**src/rtl/alu_writeback.sv**
```systemverilog
// ALU result writeback stage: one-entry holding slot in front of a small register
// file, with commit-gated update of the C/Z flags and a retire counter.
module alu_writeback #(
    parameter int WIDTH = 8,
    parameter int NREGS = 4,
    parameter int AW    = 2
) (
    input  logic             clk,
    input  logic             rst_n,
    input  logic             res_valid,
    output logic             res_ready,
    input  logic [WIDTH-1:0] res_data,
    input  logic             res_cout,
    input  logic [AW-1:0]    res_dest,
    input  logic             res_flags_en,
    input  logic             commit_en,
    input  logic [AW-1:0]    rd_addr_a,
    input  logic [AW-1:0]    rd_addr_b,
    output logic [WIDTH-1:0] rd_data_a,
    output logic [WIDTH-1:0] rd_data_b,
    output logic             carry_flag,
    output logic             zero_flag,
    output logic [7:0]       retire_cnt,
    output logic             pending
);

    typedef enum logic {EMPTY, FULL} state_t;

    typedef struct packed {
        logic [WIDTH-1:0] data;
        logic             cout;
        logic [AW-1:0]    dest;
        logic             flags_en;
    } slot_t;

    state_t                       state_q, state_d;
    slot_t                        slot_q;
    logic [NREGS-1:0][WIDTH-1:0]  rf_q;
    logic                         carry_q, zero_q;
    logic [7:0]                   cnt_q;
    logic                         xfer, commit;

    // Ready is forced high in reset so upstream never stalls; those offers are dropped.
    assign res_ready = !rst_n || (state_q == EMPTY) || commit_en;
    assign xfer      = res_valid && res_ready;
    assign commit    = (state_q == FULL) && commit_en;

    always_comb begin
        state_d = state_q;
        case (state_q)
            EMPTY: if (xfer) state_d = FULL;
            FULL:  if (commit && !xfer) state_d = EMPTY;
            default: state_d = EMPTY;
        endcase
    end

    always_ff @(posedge clk) begin
        if (!rst_n) begin
            state_q <= EMPTY;
            slot_q  <= '0;
            rf_q    <= '0;
            carry_q <= 1'b0;
            zero_q  <= 1'b0;
            cnt_q   <= '0;
        end else begin
            state_q <= state_d;
            if (xfer) begin
                slot_q.data     <= res_data;
                slot_q.cout     <= res_cout;
                slot_q.dest     <= res_dest;
                slot_q.flags_en <= res_flags_en;
            end
            if (commit) begin
                rf_q[slot_q.dest] <= slot_q.data;
                cnt_q             <= cnt_q + 8'd1;
                if (slot_q.flags_en) begin
                    carry_q <= slot_q.cout;
                    zero_q  <= (slot_q.data == '0);
                end
            end
        end
    end

    // No write-to-read bypass: a commit shows up on the read ports one cycle later.
    assign rd_data_a  = rf_q[rd_addr_a];
    assign rd_data_b  = rf_q[rd_addr_b];
    assign carry_flag = carry_q;
    assign zero_flag  = zero_q;
    assign retire_cnt = cnt_q;
    assign pending    = (state_q == FULL);

endmodule

```
**config.mk**
```make
export PLATFORM = sky130hd
export DESIGN_NAME = alu_writeback
export DESIGN_NICKNAME = d
export VERILOG_FILES = /design/src/rtl/alu_writeback.sv
export SDC_FILE = /design/constraint.sdc
export NUM_CORES = 1
export LEC_CHECK = 0
export ABC_AREA = 1
export BUFFER_PORTS_ARGS = -buffer_cell sky130_fd_sc_hd__buf_2
export CAP_MARGIN = 20
export CORE_UTILIZATION = 59
export DETAILED_ROUTE_END_ITERATION = 16
export PLACE_DENSITY = 0.86
export SYNTH_ARGS = -nofsm -noshare
export SYNTH_HDL_FRONTEND = slang
export SYNTH_SLANG_ARGS = --single-unit
```
**constraint.sdc**
```tcl
create_clock -name clk -period 1.6 [get_ports clk]
set_input_delay 0.16 -clock clk [delete_from_list [all_inputs] [get_ports clk]]
set_output_delay 0.16 -clock clk [all_outputs]
set_load 0.03 [all_outputs]
```
==> results_dict.tcl <==
set metrics [dict create \
    status "complete, no violations" \
    cap_violations 0 \
    synth_area_um2 2580 \
    synth_seq_area_share 0.427 \
    finalHoldViolations 0 \
    relSlewSlack 0.700 \
    htree_levels 2 \
    dieArea_um2 4640 \
    arrival_ns 1.22 \
    die_h_um 68.1 \
    cts.sinks 55 \
    io_pins 48 \
    ys_types 25 \
    start_kind "flip-flop" \
    n_antenna_cell 0 \
    grt_pass1_vias 2124 \
    required_ns 1.44 \
    gr-total-overflow 0 \
    tns_ns 0 \
    criticalPathCategory "flip-flop to primary output" \
    grt_use_total 0.287 \
    wl_per_cell_um 13.4 \
    grt_max_degree 55 \
    final_util 0.720 \
    timing.final.setup_violations 0 \
    clk_pin_slew_ns 0.09 \
    dpl_cell_area_um2 2850 \
    synth.avg_cell_area_um2 7.08 \
    hold_class "input port to flip-flop" \
    finalPower_mw 2.71 \
    cts_hold_buf 0 \
    max_slew.worst_pin.slew_ns 0.449 \
    port_buffers 47 \
    clkLatencyLatePin_ns 0.31 \
    finalWirelength_um 6160 \
    stdcell_area_um2 2940 \
    maxSlewViolCount 0 \
    grt_busiest_layer "met2" \
    use_met3 0.0517 \
    cts_max_path_buffers 2 \
    dpl.hpwl_um 4370 \
    gr-usage-met2 0.491 \
    drc 0 \
    routabilityCongestion 0.937 \
    met1_usage 0.365 \
    max_freq_mhz 727 \
    initial_core_util 0.631 \
    max-vdd-ir-drop_v 0.000583 \
    layout-drive-gt1-share 0.200 \
    cts_made_buffers 5 \
    yosys_register_bits 55 \
    yosysWarnings 0 \
    fin_crit_sh 0.859 \
    vias_per_cell 5.57 \
    area_growth_pct 14.1 \
    whs_ns 0.0723 \
    power.density_nw_per_um2 922 \
    grt_pass1_wl_um 9890 \
    postCtsSetupRepairBufs 0 \
    die_x_um 68.1 \
    p_leak_nw 1.28 \
    first_iter_violations 194 \
    crit_fanout 3 \
    syn-num-nets 385 \
    drtPass1Iterations 4 \
    core_area_um2 4090 \
    syn_inst 364 \
    clock_skew_ns 0.00729 \
    final.min_clock_period_ns 1.38 \
    ctsRootBufferMaster "clkbuf_8" \
    rsz0062_at_grt "no" \
    dr_total_vias 2555 \
    ant_nets 0 \
    cts_tree "built" \
    nets 430 \
    cts_resized 0 \
    rows 23 \
    antenna_found_initial 0 \
    cp-end-kind "primary output" \
]
==> through the flow <==
stage | cells | setup slack [ns]
4_1_cts | 459 | 0.236
5_1_grt | 459 | 0.153
3_5_place_dp | 452 | 0.365
3_3_place_gp | 452 | 0.396
6_report | 459 | 0.225
2_1_floorplan | 364 | 0.139
==> sequential cells by signal, indices dropped and copies added, names as in the netlist <==
signal / cells
rf_q: 32
carry_flag: 1
retire_cnt: 8
slot_q: 12
pending: 1
zero_flag: 1
==> placed cells by master, fill, tap and decap left out, types with 3 or more instances in the layout <==
cell      instances
inv_1            17
o22ai_1          16
nand3_1           6
dfxtp_1          55
nand2_1          17
clkbuf_8          6
o21ai_0          46
inv_2             3
nor2_1          127
o21ai_1          33
nand3_4           4
nor2_2            9
buf_2            47
a21oi_1           6
==> final cells by class <==
type,count,area [um^2]
clock buffers,6,82.6
clock inverters,1,8.76
flip-flops and latches,55,1100
inverters,25,121
repair buffers,50,270
well taps,50,62.6
multi-input cells,272,1290
fillers,357,1150
==> cell usage after synthesis, drive strengths merged <==
master / instances / area, um^2
nor2: 137 / 544
o21a: 1 / 7.51
clkinv: 3 / 33.8
a21oi: 6 / 30.0
nand4: 2 / 12.5
nand3: 11 / 110
ha: 1 / 12.5
inv: 22 / 87.6
o22ai: 16 / 100
nand2: 19 / 81.3
dfxtp: 55 / 1100
clkbuf: 5 / 18.8
buf: 7 / 42.5
o21ai: 79 / 395
==> per-layer routing <==
metal | vias up | routed length (um)
li1 | 1294 | -
met1 | 1160 | 2660
met2 | 89 | 3000
met3 | 12 | 391
met4 | 0 | 99
met5 | - | 0
==> final timing paths <==
path                            cells past startpoint  slack [ns]           end      start
worst max-delay path                                3        0.22  rd_data_b[6]   rf_q[22]
worst min-delay path                                3        0.07       pending  res_valid
worst max register to register                      6        0.40      rf_q[14]    pending
worst min register to register                      2        0.48    carry_flag  slot_q[3]
==> report_power, final <==
| group | total, mW | leakage [nW] | internal [mW] | switching [mW] |
|---|---|---|---|---|
| clock network | 0.791 | 0.0477 | 0.349 | 0.442 |
| logic | 0.432 | 0.780 | 0.146 | 0.285 |
| registers | 1.49 | 0.448 | 1.42 | 0.0670 |
==> worst max-delay path: stages, from the launching register on <==
cell and delay (ns):
dfxtp_1 0.40, o21ai_0 0.11, o22ai_1 0.18, buf_2 0.23
==> cells by family after synthesis <==
family | share of synthesized area
AO/OA/AOI/OAI | 0.207
adder cells (fa/ha/maj) | 0.00485
buffers and inverters | 0.0709
flip-flops | 0.427
AND/OR/NAND/NOR | 0.290
Power figures use the tool's default switching activity.
